[config.mk]
export PLATFORM = sky130hd
export DESIGN_NAME = itrx_amba2_ahb_slv_mem
export DESIGN_NICKNAME = d
export VERILOG_FILES = /design/src/rtl/itrx_amba2_ahb_pkg.sv /design/src/rtl/itrx_amba2_ahb_slv_mem.sv
export SDC_FILE = /design/constraint.sdc
export NUM_CORES = 1
export LEC_CHECK = 0
export ABC_AREA = 1
export BUFFER_PORTS_ARGS = -buffer_cell sky130_fd_sc_hd__buf_2
export CAP_MARGIN = 20
export CORE_ASPECT_RATIO = 0.8
export CORE_MARGIN = 8
export CORE_UTILIZATION = 52
export DETAILED_ROUTE_END_ITERATION = 10
export PLACE_DENSITY = 0.85
export SETUP_SLACK_MARGIN = 0.15
export SLEW_MARGIN = 20
export SYNTH_ARGS = -nofsm -noshare
export SYNTH_HDL_FRONTEND = slang
export SYNTH_SLANG_ARGS = --single-unit
export TNS_END_PERCENT = 10
[constraint.sdc]
create_clock -name hclk -period 3.6 [get_ports hclk]
set_input_delay 0.18 -clock hclk [delete_from_list [all_inputs] [get_ports hclk]]
set_output_delay 0.18 -clock hclk [all_outputs]
set_load 0.03 [all_outputs]
[src/rtl/itrx_amba2_ahb_pkg.sv]
// Shared AMBA2 AHB transfer encodings plus lane-decode helpers used by AHB slaves.
package itrx_amba2_ahb_pkg;

    typedef enum logic [1:0] {
        HTRANS_IDLE   = 2'b00,
        HTRANS_BUSY   = 2'b01,
        HTRANS_NONSEQ = 2'b10,
        HTRANS_SEQ    = 2'b11
    } te_htrans;

    typedef enum logic {
        HWRITE_READ  = 1'b0,
        HWRITE_WRITE = 1'b1
    } te_hwrite;

    typedef enum logic [2:0] {
        HSIZE_BYTE     = 3'd0,
        HSIZE_HALFWORD = 3'd1,
        HSIZE_WORD     = 3'd2,
        HSIZE_DBLWORD  = 3'd3,
        HSIZE_4WLINE   = 3'd4,
        HSIZE_8WLINE   = 3'd5,
        HSIZE_16WLINE  = 3'd6,
        HSIZE_32WLINE  = 3'd7
    } te_hsize;

    typedef enum logic [1:0] {
        HRESP_OKAY  = 2'b00,
        HRESP_ERROR = 2'b01,
        HRESP_RETRY = 2'b10,
        HRESP_SPLIT = 2'b11
    } te_hresp;

    // Little-endian byte-lane enables; lane offset wraps within the data bus width.
    function automatic logic [7:0] f_ahb_be(input logic [2:0] addr_lsbs, input te_hsize hsize,
                                            input int nbytes);
        logic [7:0] mask;
        logic [7:0] lanes;
        logic [2:0] ofs;
        case (hsize)
            HSIZE_BYTE:     mask = 8'h01;
            HSIZE_HALFWORD: mask = 8'h03;
            HSIZE_WORD:     mask = 8'h0F;
            HSIZE_DBLWORD:  mask = 8'hFF;
            default:        mask = 8'h00;
        endcase
        ofs   = addr_lsbs & 3'(nbytes - 1);
        lanes = 8'hFF >> (4'd8 - 4'(nbytes));
        return (mask << ofs) & lanes;
    endfunction

    function automatic logic f_ahb_misaligned(input logic [2:0] addr_lsbs, input te_hsize hsize);
        logic mis;
        case (hsize)
            HSIZE_BYTE:     mis = 1'b0;
            HSIZE_HALFWORD: mis = addr_lsbs[0];
            HSIZE_WORD:     mis = |addr_lsbs[1:0];
            HSIZE_DBLWORD:  mis = |addr_lsbs;
            default:        mis = 1'b1;
        endcase
        return mis;
    endfunction

endpackage

[src/rtl/itrx_amba2_ahb_slv_mem.sv]
// AHB slave terminating transfers onto a req/ack memory port: posted writes with one
// write buffer, stalled reads, and the two-cycle ERROR response for illegal transfers.
module itrx_amba2_ahb_slv_mem
    import itrx_amba2_ahb_pkg::*;
#(
    parameter int DW        = 32,
    parameter int AW        = 12,
    parameter int MEM_DEPTH = 1024
) (
    input  logic                        hclk,
    input  logic                        hresetn,
    input  logic                        hsel,
    input  logic [AW-1:0]               haddr,
    input  te_htrans                    htrans,
    input  te_hwrite                    hwrite,
    input  te_hsize                     hsize,
    input  logic [DW-1:0]               hwdata,
    input  logic                        hreadyin,
    output logic                        hreadyout,
    output te_hresp                     hresp,
    output logic [DW-1:0]               hrdata,
    output logic                        mem_req,
    output logic                        mem_we,
    output logic [AW-$clog2(DW/8)-1:0]  mem_addr,
    output logic [DW/8-1:0]             mem_be,
    output logic [DW-1:0]               mem_wdata,
    input  logic                        mem_ack,
    input  logic [DW-1:0]               mem_rdata
);

    localparam int NB  = DW / 8;
    localparam int BW  = $clog2(NB);
    localparam int WAW = AW - BW;

    typedef enum logic [2:0] {
        ST_IDLE, ST_WDATA, ST_WMEM, ST_RD, ST_RDONE, ST_ERR1, ST_ERR2
    } te_ahb_slv_mem_st;

    te_ahb_slv_mem_st state_r;

    logic           pend_vld_r, pend_wr_r, pend_err_r;
    logic [WAW-1:0] pend_addr_r;
    logic [NB-1:0]  pend_be_r;

    logic           accept_s, acc_wr_s, acc_err_s;
    logic [WAW-1:0] acc_addr_s;
    logic [NB-1:0]  acc_be_s;
    logic           disp_now_s, disp_vld_s, disp_wr_s, disp_err_s;
    logic [WAW-1:0] disp_addr_s;
    logic [NB-1:0]  disp_be_s;

    // Decode of the address phase currently on the bus.
    always_comb begin
        accept_s   = hsel & hreadyin & ((htrans == HTRANS_NONSEQ) | (htrans == HTRANS_SEQ));
        acc_wr_s   = (hwrite == HWRITE_WRITE);
        acc_addr_s = haddr[AW-1:BW];
        acc_be_s   = NB'(f_ahb_be(haddr[2:0], hsize, NB));
        acc_err_s  = (3'(hsize) > 3'(BW)) | f_ahb_misaligned(haddr[2:0], hsize)
                   | (32'(acc_addr_s) >= 32'(MEM_DEPTH));
    end

    // Next transfer to start: a buffered one always goes before a newly accepted one.
    always_comb begin
        if (pend_vld_r) begin
            disp_vld_s  = 1'b1;
            disp_wr_s   = pend_wr_r;
            disp_err_s  = pend_err_r;
            disp_addr_s = pend_addr_r;
            disp_be_s   = pend_be_r;
        end else begin
            disp_vld_s  = accept_s;
            disp_wr_s   = acc_wr_s;
            disp_err_s  = acc_err_s;
            disp_addr_s = acc_addr_s;
            disp_be_s   = acc_be_s;
        end
    end

    // States in which the FSM is free to start the next transfer at this edge.
    always_comb begin
        disp_now_s = 1'b0;
        case (state_r)
            ST_IDLE, ST_RDONE, ST_ERR2: disp_now_s = 1'b1;
            ST_WMEM:                    disp_now_s = mem_ack;
            default:                    disp_now_s = 1'b0;
        endcase
    end

    // Transfer FSM with registered AHB and memory-port outputs.
    always_ff @(posedge hclk or negedge hresetn) begin
        if (!hresetn) begin
            state_r     <= ST_IDLE;
            pend_vld_r  <= 1'b0;
            pend_wr_r   <= 1'b0;
            pend_err_r  <= 1'b0;
            pend_addr_r <= '0;
            pend_be_r   <= '0;
            hreadyout   <= 1'b1;
            hresp       <= HRESP_OKAY;
            hrdata      <= '0;
            mem_req     <= 1'b0;
            mem_we      <= 1'b0;
            mem_addr    <= '0;
            mem_be      <= '0;
            mem_wdata   <= '0;
        end else if (disp_now_s) begin
            pend_vld_r <= 1'b0;
            mem_we     <= 1'b0;
            if (!disp_vld_s) begin
                state_r   <= ST_IDLE;
                hreadyout <= 1'b1;
                hresp     <= HRESP_OKAY;
                mem_req   <= 1'b0;
            end else if (disp_err_s) begin
                state_r   <= ST_ERR1;
                hreadyout <= 1'b0;
                hresp     <= HRESP_ERROR;
                mem_req   <= 1'b0;
            end else begin
                mem_addr  <= disp_addr_s;
                mem_be    <= disp_be_s;
                hresp     <= HRESP_OKAY;
                // Writes get a zero-wait data phase; reads stall and request at once.
                state_r   <= disp_wr_s ? ST_WDATA : ST_RD;
                hreadyout <= disp_wr_s;
                mem_req   <= ~disp_wr_s;
            end
        end else begin
            case (state_r)
                ST_WDATA: begin
                    mem_wdata <= hwdata;
                    mem_req   <= 1'b1;
                    mem_we    <= 1'b1;
                    state_r   <= ST_WMEM;
                    hreadyout <= ~accept_s;
                    if (accept_s) begin
                        pend_vld_r  <= 1'b1;
                        pend_wr_r   <= acc_wr_s;
                        pend_err_r  <= acc_err_s;
                        pend_addr_r <= acc_addr_s;
                        pend_be_r   <= acc_be_s;
                    end
                end
                ST_WMEM: begin
                    if (accept_s) begin
                        pend_vld_r  <= 1'b1;
                        pend_wr_r   <= acc_wr_s;
                        pend_err_r  <= acc_err_s;
                        pend_addr_r <= acc_addr_s;
                        pend_be_r   <= acc_be_s;
                        hreadyout   <= 1'b0;
                    end
                end
                ST_RD: begin
                    if (mem_ack) begin
                        hrdata    <= mem_rdata;
                        mem_req   <= 1'b0;
                        hreadyout <= 1'b1;
                        state_r   <= ST_RDONE;
                    end
                end
                ST_ERR1: begin
                    hreadyout <= 1'b1;
                    state_r   <= ST_ERR2;
                end
                default: begin
                    state_r   <= ST_IDLE;
                    hreadyout <= 1'b1;
                    hresp     <= HRESP_OKAY;
                    mem_req   <= 1'b0;
                end
            endcase
        end
    end

endmodule

**Yosys cells after proc, flatten, opt, wreduce, memory -nomap -nowiden**

Index checks and enable logic that the tools add are counted.
W data, S select, Z words.

- Order comparisons: 1
- Eq/ne operators: 16
- Shift operators: 1
- Muxes and demuxes: 34
- Bitwise gates (word level): 8
- Reductions and logical operators: 19

Operators by type and width:

| operator | count |
|---|---|
| $pmux W8 S4 | 1 |
| $mux W1 | 19 |
| $eq A3 B2 Y1 const B | 4 |
| $mux W3 | 4 |
| $pmux W3 S4 | 1 |
| $mux W10 | 1 |
| $reduce_and A2 Y1 | 5 |
| $eq A3 B3 Y1 const B | 3 |
| $reduce_and A3 Y1 | 3 |
| $shl A8 B2 Y4 | 1 |
| $eq A3 B1 Y1 const B | 2 |
| $logic_not A3 Y1 | 2 |
| $mux W2 | 3 |
| $ne A3 B3 Y1 const B | 2 |
| $pmux W1 S3 | 2 |
| $reduce_bool A2 Y1 | 3 |
| $reduce_or A2 Y1 | 3 |
| $reduce_or A3 Y1 | 2 |
| $eq A2 B2 Y1 const B | 2 |
| $mux W4 | 1 |
| $ne A2 B1 Y1 const B | 2 |
| $not A1 Y1 | 4 |
| $pmux W1 S4 | 1 |
| $reduce_or A4 Y1 | 1 |
| other kinds (5) | 7 |

- Register bits: 103
- Bits of input ports: 87
- Output and inout port bits: 83
- Word-level logic and storage cells: 93

**Depth between registers and ports, before layout**

Gate-level depths: netlist of the first run.

- Depth in word-level cells: 7
- Depth in mapped cells: 9
- Gate-level depth less buffers: 9

**Worst setup path before layout of the first run**

No wires, ideal clock.

- Path kind: register to register
- Start: register state_r[0]
- End: register mem_wdata[10]
- Library setup time: 0.125 ns
- Data arrival time: 1.209 ns
- Data required time: 3.475 ns
- Setup slack: 2.267 ns
- Stages on the path, launching flop included: 6
- Path buffers: 1
- Period minus slack after synthesis: 1.333 ns
- Cell sequence: dfrtp_1 inv_2 nor2_4 nand2_2 buf_2 mux2_2

- Cells in the longest elaborated chain, start to end: 5
- Elaborated cells between the ends (all ways): 9
- Classes of those cells: eq/ne: 4; mux: 1; bitwise: 1; reduce/logical: 3

RTL lines:

| what | RTL line | RTL |
|---|---|---|
| start: declaration | itrx_amba2_ahb_slv_mem.sv:39 | `te_ahb_slv_mem_st state_r;` |
| start signal: assignment | itrx_amba2_ahb_slv_mem.sv:124 | `state_r <= disp_wr_s ? ST_WDATA : ST_RD;` |
| $eq A3 B3 Y1 or $logic_not A3 Y1 (tied branches) | itrx_amba2_ahb_slv_mem.sv:82 | `case (state_r)` |
| $reduce_or A3 Y1 | itrx_amba2_ahb_slv_mem.sv:82 |  |
| $pmux W1 S2 | itrx_amba2_ahb_slv_mem.sv:82 |  |
| $not A1 Y1 (no line) | -- |  |
| $reduce_and A2 Y1 (no line) * | -- |  |
| end signal: assignment | itrx_amba2_ahb_slv_mem.sv:131 | `mem_wdata <= hwdata;` |
| end: declaration | itrx_amba2_ahb_slv_mem.sv:26 | `output logic [DW-1:0] mem_wdata,` |

Every way passes the cells marked *; elsewhere a longest branch is shown, timed or not.
A chain may end at the register's enable or synchronous reset.

**Final worst setup path of the first run**

- Start: register state_r[1]
- End: register pend_be_r[1]

- Cells in the longest elaborated chain, start to end: 5
- Elaborated cells between the ends (all ways): 10
- Classes of those cells: eq/ne: 4; mux: 1; bitwise: 1; reduce/logical: 4

RTL lines:

| what | RTL line | RTL |
|---|---|---|
| $eq A3 B3 Y1 or $logic_not A3 Y1 (tied branches) | itrx_amba2_ahb_slv_mem.sv:82 |  |
| $reduce_or A3 Y1 | itrx_amba2_ahb_slv_mem.sv:82 |  |
| $pmux W1 S2 | itrx_amba2_ahb_slv_mem.sv:82 |  |
| $not A1 Y1 (no line) | -- |  |
| $reduce_and A3 Y1 (no line) * | -- |  |
| end signal: assignment | itrx_amba2_ahb_slv_mem.sv:141 | `pend_be_r <= acc_be_s;` |
| end signal: assignment | itrx_amba2_ahb_slv_mem.sv:150 | `pend_be_r <= acc_be_s;` |
| end: declaration | itrx_amba2_ahb_slv_mem.sv:43 | `logic [NB-1:0] pend_be_r;` |

Marks and branches as above.

==> results of run 1 <==
power by group:
| group | switching, W | internal (W) | total [W] |
|---|---|---|---|
| logic | 0.00136 | 0.000762 | 0.00212 |
| registers | 0.000258 | 0.00165 | 0.00191 |
| clock network | 0.000363 | 0.000362 | 0.000725 |
per-stage QoR:
step | setup slack, ns | std cells
floorplan | 2.27 | 376
global placement | 1.40 | 636
detailed placement | 1.32 | 636
CTS | 1.31 | 653
global route | 1.10 | 653
finish | 1.33 | 653
layout make-up:
class,instances,share of cell area [%]
flip-flops and latches,102,46.9
inverters,29,2.00
multi-input cells,229,29.0
repair buffers,169,15.7
well taps,108,2.48
clock buffers,12,2.85
clock inverters,4,1.01
logic make-up after synthesis:
kind of cell | Yosys count | share of synthesized area (%)
DFF | 102 | 58.8
and+or+nand+nor | 126 | 12.6
other | 1 | 0.0863
AOI/OAI and AO/OA | 38 | 4.44
buffers and inverters | 45 | 4.84
muxes | 64 | 19.2
cells in the final DEF (no fill, tap or decap), drive strengths merged:
master,Yosys,routed
a21oi,7,7
buf,14,168
bufinv,0,1
clkbuf,2,12
clkinv,0,2
clkinvlp,0,1
conb,1,1
dfrtp,101,101
dfstp,1,1
dlygate4sd3,0,1
inv,29,29
mux2,64,64
nand2,84,84
nand3,28,28
nand4,1,1
nor2,12,12
nor3,1,1
o211ai,1,1
o21ai,30,30
timing repair:
action | CTS | global route
resized for setup | 0 | 0
setup buffers | 0 | 0
hold endpoints to repair | 53 | 0
hold buffers | 1 | 0
registers in the layout (all words and copies together) (netlist names):
| signal | flops |
|---|---|
| mem_wdata | 32 |
| pend_addr_r | 10 |
| mem_req | 1 |
| state_r | 3 |
| hreadyout | 1 |
| mem_be | 4 |
| hresp | 1 |
| pend_vld_r | 1 |
| pend_wr_r | 1 |
| pend_err_r | 1 |
| mem_we | 1 |
| mem_addr | 10 |
| hrdata | 32 |
| pend_be_r | 4 |
layer usage:
metal	track usage [%]	up-vias	part of all wire [%]
met5	0	-	0
met4	5.01	0	1.3
met3	6.33	11	7.5
met2	29.0	118	49
met1	21.1	1525	42
li1	-	1564	-
synthesized netlist by cell type (all sizes together):
cell type | number | area share (%)
o211ai | 1 | 0.17
nor3 | 1 | 0.12
inv | 29 | 2.5
o21ai | 30 | 3.5
mux2 | 64 | 19
nor2 | 12 | 1.4
clkbuf | 2 | 0.17
dfrtp | 101 | 58
nand4 | 1 | 0.14
dfstp | 1 | 0.61
nand2 | 84 | 7.5
buf | 14 | 2.2
a21oi | 7 | 0.81
conb | 1 | 0.086
nand3 | 28 | 3.5
path summary, 6_finish.rpt:
check / startpoint / to / slack, ns / cells after the start
max: state_r[1] / pend_be_r[1] / 1.33 / 6
min: hwdata[31] / mem_wdata[31] / 0.06 / 2
max reg2reg: state_r[1] / pend_be_r[1] / 1.33 / 6
min reg2reg: mem_be[0] / mem_be[0] / 0.47 / 2
max in group asynchronous: hresetn / hrdata[14] / 2.19 / 3
min in group asynchronous: hresetn / mem_addr[5] / 0.52 / 2
==> summary.txt, run 1 <==
Outcome -> complete, no violations
Power, Total -> 0.00476 W
Top cell family by delay on the critical path -> simple AND/OR/NAND/NOR gates
Critical Path Sink Type -> flip-flop
HPWL Detailed -> 7610 um
CP Data Arrival Time -> 2.49 ns
Multi-input gate area -> 1580 um^2
Grt total ovfl -> 0
Die extent in x -> 118 um
Vias -> 3218
Detailed Routing Iterations Pass 1 -> 5
Placed Area -> 5220 um^2
Maximum VDD drop -> 439 uV
Largest net degree at the start of global routing -> 75
Most used cell, CP -> a21oi_1
Final Cell Area -> 5440 um^2
Area growth from synthesis to layout -> 25.3%
Share of cells above drive strength 1 -> 47.9%
Leak -> 3.03 nW
Worst setup path class -> flip-flop to flip-flop
Vias in the first global route -> 3338
Tightest Hold Check Type -> primary input to flip-flop
Clock Latency Late Sink -> 0.35 ns
Synthesized Nets -> 463
Final hold slack -> 0.0601 ns
Register area -> 2550 um^2
Required @ worst endpoint -> 3.82 ns
Pwr Density -> 874 nW/um^2
Setup TNS -> 0 ns
Fill count -> 614
Seq cells post-synth -> 102
Core area -> 8020 um^2
WL/cell -> 15.4 um
Clock Path Buffers -> 2
GR Util All Layers -> 17.5%
Antenna viol nets, final -> 0
Fin crit period -> 2.27 ns
H-tree depth -> 3
Initial Util -> 54.2%
Cell area after synthesis -> 4340 um^2
Final Max Tran Viols -> 0
Final hold violation count -> 0
First-pass GRT wire length -> 16800 um
CTS clk-pin slew, worst paths -> 0.10 ns
Max Fclk -> 440 MHz
Final core occ -> 67.9%
Worst setup skew after layout -> 0.00943 ns
YS warnings -> 0
Initial antenna violation count -> 0
Clock root cell -> clkbuf_8
Critical Path Slowest Stage Cell -> nand3_2
CTS Sinks -> 102
Startpoint Class -> flip-flop
Initial DRC Count -> 249
Final #Nets -> 627
# setup viols final -> 0
Worst Path Buf+Inv -> 0
CTS Buf Count -> 9
Worst-path fanout max -> 36
Die Y -> 97.7 um
Synth cell types -> 23
Ant. Diodes -> 0
Max-Cap Viols -> 0
# DRC -> 0
I/O Pins -> 170
Std cell rows -> 29
Relative slew slack -> 31.9%
Least-Margin Pin Slew -> 1.02 ns
GP Congestion -> 0.790
Worst path max stage delay -> 0.49 ns
Post-synthesis sequential area ratio -> 58.8%
CTS tree -> done
Post-Syn Area per Cell -> 11.6 um^2
Die area -> 11600 um^2
Synthesized netlist cell count -> 376
Port bufs -> 167
Avg Vias per Cell -> 4.93
Final Cycle Share -> 63.1%
RSZ-0062 raised after global routing -> false
Critical-path cell list -> nor2_4, nand2_2, nand2_1, nand3_2, a21oi_1, a21oi_1
Final WL -> 10000 um
No activity file was read; power rests on OpenSTA's default activity.
==> run 2: changes to the inputs <==
Settings changed: CORE_UTILIZATION 52 to 49, PLACE_DENSITY 0.85 to 0.8.
Clock period 3.6 ns to 2.2 ns, I/O delays scaled along.
==> run 2 against run 1 <==
Power rose by 65%; final cell count rose by 12%; fmax rose by 34%; wire length rose by 15%; count of clock-buffer cells in the layout rose by 2; flip-flop and latch count did not move; cell area rose by 13%; via count rose by 7.8%; hold slack got worse by 0.048 ns; global-route usage rose by 1.6 points; largest cell class unchanged; largest power group unchanged.
==> summary.txt, run 2 (synthesis results as in run 1) <==
Die area -> 12200 um^2 (+5.2%)
Combinational power share -> 45.9% (+1.4 points)
Post-CTS Setup Repair Bufs -> 0 (unchanged)
NetSw -> 0.00329 W (+66%)
Worst setup skew after layout -> 0.00517 ns (-0.00426 ns)
Max Fclk -> 589 MHz (+34%)
Final Cell Area -> 6170 um^2 (+13%)
Final Max Tran Viols -> 0 (unchanged)
Flop-to-flop setup slack -> 0.50 ns (-0.82 ns)
Share of cells above drive strength 1 -> 42.9% (-5.0 points)
Regs by FF count -> hrdata x32, mem_wdata x32
Core area -> 8560 um^2 (+6.7%)
Commonest non-fill, non-tap cells in the layout -> buf_2, dfrtp_1, nand2_1
Initial Util -> 50.7% (-3.4 points)
H-tree depth -> 3 (unchanged)
Final #Nets -> 700 (+12%)
Leak -> 3.33 nW (+10%)
Clock root cell -> clkbuf_8
Clock Power Share -> 14.0% (-1.2 points)
Placed Area -> 5290 um^2 (+1.3%)
Final WL -> 11500 um (+15%)
Ant. Diodes -> 0 (unchanged)
Worst setup path class -> flip-flop to flip-flop
Worst-path fanout max -> 21 (-42%)
CTS clk-pin slew, worst paths -> 0.09 ns (about the same)
Critical Path Sink Type -> flip-flop
# setup viols final -> 0 (unchanged)
Initial DRC Count -> 276 (+11%)
Largest net degree at the start of global routing -> 60 (-20%)
Detailed Routing Iterations Pass 1 -> 4 (-1)
Clock Path Buffers -> 2 (unchanged)
CTS Sinks -> 102 (unchanged)
Power, Total -> 0.00783 W (+65%)
Post_cts resized -> 0 (unchanged)
First-pass GRT wire length -> 18600 um (+11%)
Max-Cap Viols -> 0 (unchanged)
Std cell rows -> 30 (+3.4%)
Grt total ovfl -> 0 (unchanged)
Vias in the first global route -> 3599 (+7.8%)
Sequential power share -> 40.1% (about the same)
Pwr Density -> 1270 nW/um^2 (+45%)
Int Pwr -> 0.00455 W (+64%)
Required @ worst endpoint -> 2.45 ns (-1.37 ns)
Die Y -> 100 um (+2.5%)
Startpoint Class -> flip-flop
Antenna viol nets, final -> 0 (unchanged)
GP Congestion -> 0.782 (-1.1%)
Setup TNS -> 0 ns (unchanged)
Area growth from synthesis to layout -> 42.0%
RSZ-0062 raised after global routing -> false
Tightest Hold Check Type -> primary input to flip-flop
HPWL Detailed -> 8110 um (+6.5%)
Final core occ -> 72.1% (+4.2 points)
Final Cycle Share -> 77.2% (+14 points)
Maximum VDD drop -> 822 uV (+87%)
Clock Latency Late Sink -> 0.35 ns (about the same)
I/O Pins -> 170 (unchanged)
# DRC -> 0 (unchanged)
Die extent in x -> 121 um (+2.6%)
Vias -> 3469 (+7.8%)
CTS Buf Count -> 9 (unchanged)
Switch share -> 41.9% (+0.36 points)
Final hold violation count -> 0 (unchanged)
GR Util All Layers -> 19.1% (+1.6 points)
Outcome -> complete, no violations
CTS tree -> done
Fin crit period -> 1.70 ns (-0.575 ns)
Avg Vias per Cell -> 4.75 (-3.6%)
Commonest non-fill, non-tap cell in the layout -> buf_2
CP Data Arrival Time -> 1.95 ns (-0.54 ns)
Port bufs -> 167 (unchanged)
WL/cell -> 15.8 um (+2.9%)
Initial antenna violation count -> 0 (unchanged)
run 2: cell count changes in the layout (fill, tap and decap cells not counted):
cell and change:
buf_12 +2, clkbuf_8 +1, buf_4 +3, bufinv_16 -1
dlygate4sd3_1 +68, clkinv_4 -2, clkinvlp_4 +1, clkbuf_1 +1
run 2: metrics by stage:
stage	hold slack, ns	cells	setup slack, ns
after CTS	0.00173	730	0.491
after global routing	0.00833	730	0.428
after global placement	-0.00973	645	0.569
final	0.0118	730	0.503
after floorplan	-0.186	376	0.867
after detailed placement	-0.00425	645	0.513
run 2: routing by layer:
| metal | part of all wire (%) | vias to the layer above | GRT usage (%) | wire (um) |
|---|---|---|---|---|
| met5 | 0 | - | 0 | 0 |
| met2 | 50 | 115 | 32.7 | 5810 |
| met3 | 7.0 | 8 | 6.00 | 812 |
| li1 | - | 1709 | - | - |
| met4 | 0.97 | 0 | 4.54 | 112 |
| met1 | 42 | 1637 | 23.0 | 4810 |
run 2: worst paths after layout:
check	startpoint	endpoint	depth (start not counted)
setup / recovery	state_r[2]	hrdata[28]	6
hold / removal	hwrite	pend_wr_r	3
setup reg to reg	state_r[2]	hrdata[28]	6
hold reg to reg	mem_addr[3]	mem_addr[3]	2
max in group asynchronous	hresetn	mem_wdata[9]	3
min in group asynchronous	hresetn	pend_addr_r[7]	2
run 2: area by class of cell:
cell class / instances / area, um^2
timing repair buffer: 242 / 1600
clock inverter: 2 / 15.0
clock buffer: 14 / 173
tap: 112 / 140
inverter: 29 / 109
fill: 620 / 2390
multi-input combinational: 229 / 1580
sequential: 102 / 2550
run 2: repair_timing:
action | 4_1_cts | 5_1_grt
endpoints found under the hold margin | 169 | 0
hold buffers | 69 | 0
endpoints found under the setup margin | 0 | 0
run 2: power groups by stage:
stage,Combinational [W],Sequential [W],Clock [W]
floorplan,0.00102,0.00452,0
global placement,0.00345,0.00310,0
detailed placement,0.00352,0.00316,0
CTS,0.00363,0.00313,0.00114
global route,0.00381,0.00324,0.00121
finish,0.00360,0.00314,0.00110
run 2: critical path, stage by stage, from the launching register on:
cell     delay (ns)
dfrtp_1        0.40
inv_2          0.08
nand2_1        0.09
nor2_1         0.13
nand2_2        0.28
buf_12         0.28
mux2_4         0.32
==> run 3: changes to the inputs <==
Settings changed: ABC_AREA 1 to 0, CORE_UTILIZATION 49 to 48, PLACE_DENSITY 0.8 to 0.79.
Clock period 2.2 ns to 1.8 ns, I/O delays scaled along.
==> run 3 against run 2 <==
Cell area grew 1.5%; die area increased by 0.83%; count of clock-buffer cells in the layout is 1 lower; sequential share of layout area down 0.58 points; non-clock buffer count up 15; synthesized cell count decreased by 23%; global-route usage increased by 0.28 points; final cell count is 9.3% lower.
==> summary.txt, run 3 <==
Final #Nets -> 627 (-10%)
Final Cycle Share -> 91.2% (+14 points)
Core area -> 8880 um^2 (+3.8%)
Clock Latency Late Sink -> 0.35 ns (about the same)
Synth top area cells -> dfrtp_1, mux2_2, mux2_4
Commonest non-fill, non-tap cells in the layout -> buf_2, dfrtp_1, mux2_2
Top cell type's share of synthesized area -> 58.8% (+0.64 points)
Post-synthesis sequential area ratio -> 59.5% (+0.65 points)
Synth Area in Compound Gates -> 4.78% (+0.34 points)
WL/cell -> 17.2 um (+9.1%)
Hold_sp -> haddr[1]
Startpoint Class -> flip-flop
Combinational family with the most area after synthesis -> multiplexers
CTS clk-pin slew, worst paths -> 0.10 ns (about the same)
Maximum VDD drop -> 1030 uV (+25%)
Switch share -> 41.7% (-0.25 points)
Leak -> 3.07 nW (-7.7%)
RSZ-0062 raised after global routing -> true
CP Data Arrival Time -> 1.89 ns (-0.06 ns)
Critical Path Sink Type -> flip-flop
Combinational power share -> 46.6% (+0.7 points)
Required @ worst endpoint -> 2.05 ns (-0.40 ns)
NetSw -> 0.00415 W (+26%)
Setup TNS -> 0 ns (unchanged)
Outcome -> complete, no violations
Final WL -> 11400 um (-1.0%)
Pwr Density -> 1590 nW/um^2 (+25%)
Worst hold path depth -> 2 (-1)
CTS Sinks -> 102 (unchanged)
I/O Pins -> 170 (unchanged)
Top-count cell post-synth -> dfrtp_1
Worst reg2reg path depth -> 5 (-1)
Fin crit period -> 1.64 ns (-0.0551 ns)
Max Fclk -> 609 MHz (+3.4%)
HPWL Detailed -> 7370 um (-9.1%)
Flop-to-flop setup slack -> 0.16 ns (-0.34 ns)
Async set-reset flop share out of synthesis -> 100% (unchanged)
Synthesized Nets -> 378 (-18%)
Fill count -> 608 (-1.9%)
Largest net degree at the start of global routing -> 103 (+72%)
Cell area after synthesis -> 4300 um^2 (-1.1%)
Die Y -> 101 um (+0.40%)
Placed Cells -> 567 (-12%)
Clock Power Share -> 13.7% (-0.3 points)
Worst setup path class -> flip-flop to flip-flop
Die extent in x -> 122 um (+0.42%)
Max-Cap Viols -> 0 (unchanged)
XOR/XNOR share of the synthesized area -> 0.204% (+0.20 points)
Vias -> 3262 (-6.0%)
First-pass GRT wire length -> 18800 um (+0.67%)
Post-synth EDFFs -> 0 (unchanged)
Hold Path Sink -> pend_be_r[0]
H-tree depth -> 3 (unchanged)
Int Pwr -> 0.00580 W (+27%)
Vias in the first global route -> 3668 (+1.9%)
Sequential power share -> 39.6% (-0.5 points)
Worst setup skew after layout -> 0.0110 ns (+0.00581 ns)
Share of cells above drive strength 1 -> 54.9% (+12 points)
Commonest non-fill, non-tap cell in the layout -> buf_2
Grt total ovfl -> 0 (unchanged)
Worst r2r dst -> mem_addr[0]
Relative slew slack -> 63.9%
# DRC -> 0 (unchanged)
Seq cells post-synth -> 102 (unchanged)
Std cell rows -> 31 (+3.3%)
Fin cells -> 662 (-9.3%)
CTS tree -> done
Synth cell types -> 43 (+87%)
YS warnings -> 0 (unchanged)
Tightest Hold Check Type -> primary input to flip-flop
Antenna viol nets, final -> 0 (unchanged)
Final hold violation count -> 0 (unchanged)
Initial antenna violation count -> 0 (unchanged)
CTS Buf Count -> 9 (unchanged)
Final Max Tran Viols -> 0 (unchanged)
Crit Reg-Reg Startpoint -> state_r[1]
Die area -> 12300 um^2 (+0.83%)
Clock root cell -> clkbuf_8
Detailed Routing Iterations Pass 1 -> 4 (unchanged)
Leading area contributor after synthesis -> dfrtp_1
Regs by FF count -> hrdata x32, mem_wdata x32
Avg Vias per Cell -> 4.93 (+3.7%)
Synthesized netlist cell count -> 291 (-23%)
Dominant synthesized flop cell -> dfrtp_1
Worst-path fanout max -> 14 (-33%)
Initial Util -> 48.4% (-2.4 points)
GR Util All Layers -> 19.4% (+0.28 points)
Least-Margin Pin Slew -> 0.541 ns
Clock Path Buffers -> 2 (unchanged)
GP Congestion -> 0.748 (-4.3%)
Synth top cells by count -> dfrtp_1, mux2_2, nand2_1, buf_2, mux2_4
Simple-gate area share of the yosys netlist -> 5.33% (-7.3 points)
Proportion of synthesized area in mux cells -> 27.0% (+7.8 points)
Final hold slack -> 0.0498 ns (+0.0380 ns)
Port bufs -> 167 (unchanged)
Post-Syn Area per Cell -> 14.8 um^2 (+28%)
Initial DRC Count -> 93 (-66%)
Area growth from synthesis to layout -> 45.7%
# setup viols final -> 0 (unchanged)
Synth Area in Adders -> 0% (unchanged)
[run 3: cell types whose count changed in the layout (fill, tap and decap cells not counted), sizes merged, moves of 7 or more]
cell	delta
mux2	+35
nand2	-68
dlygate4sd3	+7
nand3	-27
buf	+8
inv	-27
o21ai	-25
[run 3: per-stage QoR]
stage | instance area, um^2 | utilization (%) | setup WS, ns | power [W]
after floorplan | 4300 | - | 0.0446 | 0.00702
after global routing | 6250 | 70.4 | 0.0979 | 0.0105
final | 6260 | 70.5 | 0.158 | 0.00995
after detailed placement | 5300 | 59.6 | 0.0940 | 0.00849
after global placement | 5300 | 59.6 | 0.161 | 0.00831
after CTS | 6250 | 70.4 | 0.144 | 0.0100
[run 3: power by group through the flow]
stage,sequential (W),clock [W],combinational (W)
2_1_floorplan,0.00570,0,0.00132
3_3_place_gp,0.00387,0,0.00444
3_5_place_dp,0.00395,0,0.00454
4_1_cts,0.00392,0.00143,0.00467
5_1_grt,0.00409,0.00152,0.00491
6_report,0.00394,0.00137,0.00464
[run 3: routing by layer]
layer  track usage, %  part of all wire [%]  vias up
met5                0                     0        -
met4             6.24                   1.3        0
met3             7.78                   9.5       14
met2             33.9                    52      126
met1             21.1                    37     1589
li1                 -                     -     1533
[run 3: logic make-up after synthesis]
group,Yosys count
flip-flops,102
multiplexers,100
AND/OR/NAND/NOR,39
AO/OA/AOI/OAI,27
buffers and inverters,21
XOR/XNOR,1
other,1
[run 3: worst max-delay path by stage]
stage / start / end / slack, ns / cells past startpoint
after floorplan: state_r[1] / mem_addr[2] / 0.04 / 7
after global placement: state_r[2] / mem_be[0] / 0.16 / 5
after detailed placement: state_r[2] / mem_addr[0] / 0.09 / 5
after CTS: state_r[1] / mem_addr[0] / 0.14 / 5
after global routing: state_r[1] / mem_be[1] / 0.1 / 5
final: state_r[1] / mem_addr[0] / 0.16 / 5
[run 3: repair_timing]
action / 4_1_cts / 5_1_grt
resized for setup: 2 / 0
setup buffers: 1 / 0
setup endpoints to repair: 25 / 36
endpoints found under the hold margin: 176 / 0
hold buffers: 76 / 0
[run 3: final cells by class]
class	instances	area (um^2)	share of cell area [%]
multi-input cells	168	1610	25.6
well taps	115	144	2.30
repair buffers	257	1760	28.1
clock inverters	3	45.0	0.720
diodes	2	5.00	0.0800
inverters	2	7.51	0.120
flip-flops and latches	102	2550	40.8
clock buffers	13	139	2.22
[run 3: critical path, cell delays in order (launching register included)]
cell     delay, ns
dfrtp_1       0.43
nor3b_4       0.17
or2_1         0.26
a21oi_4       0.15
buf_12        0.17
mux2_2        0.35
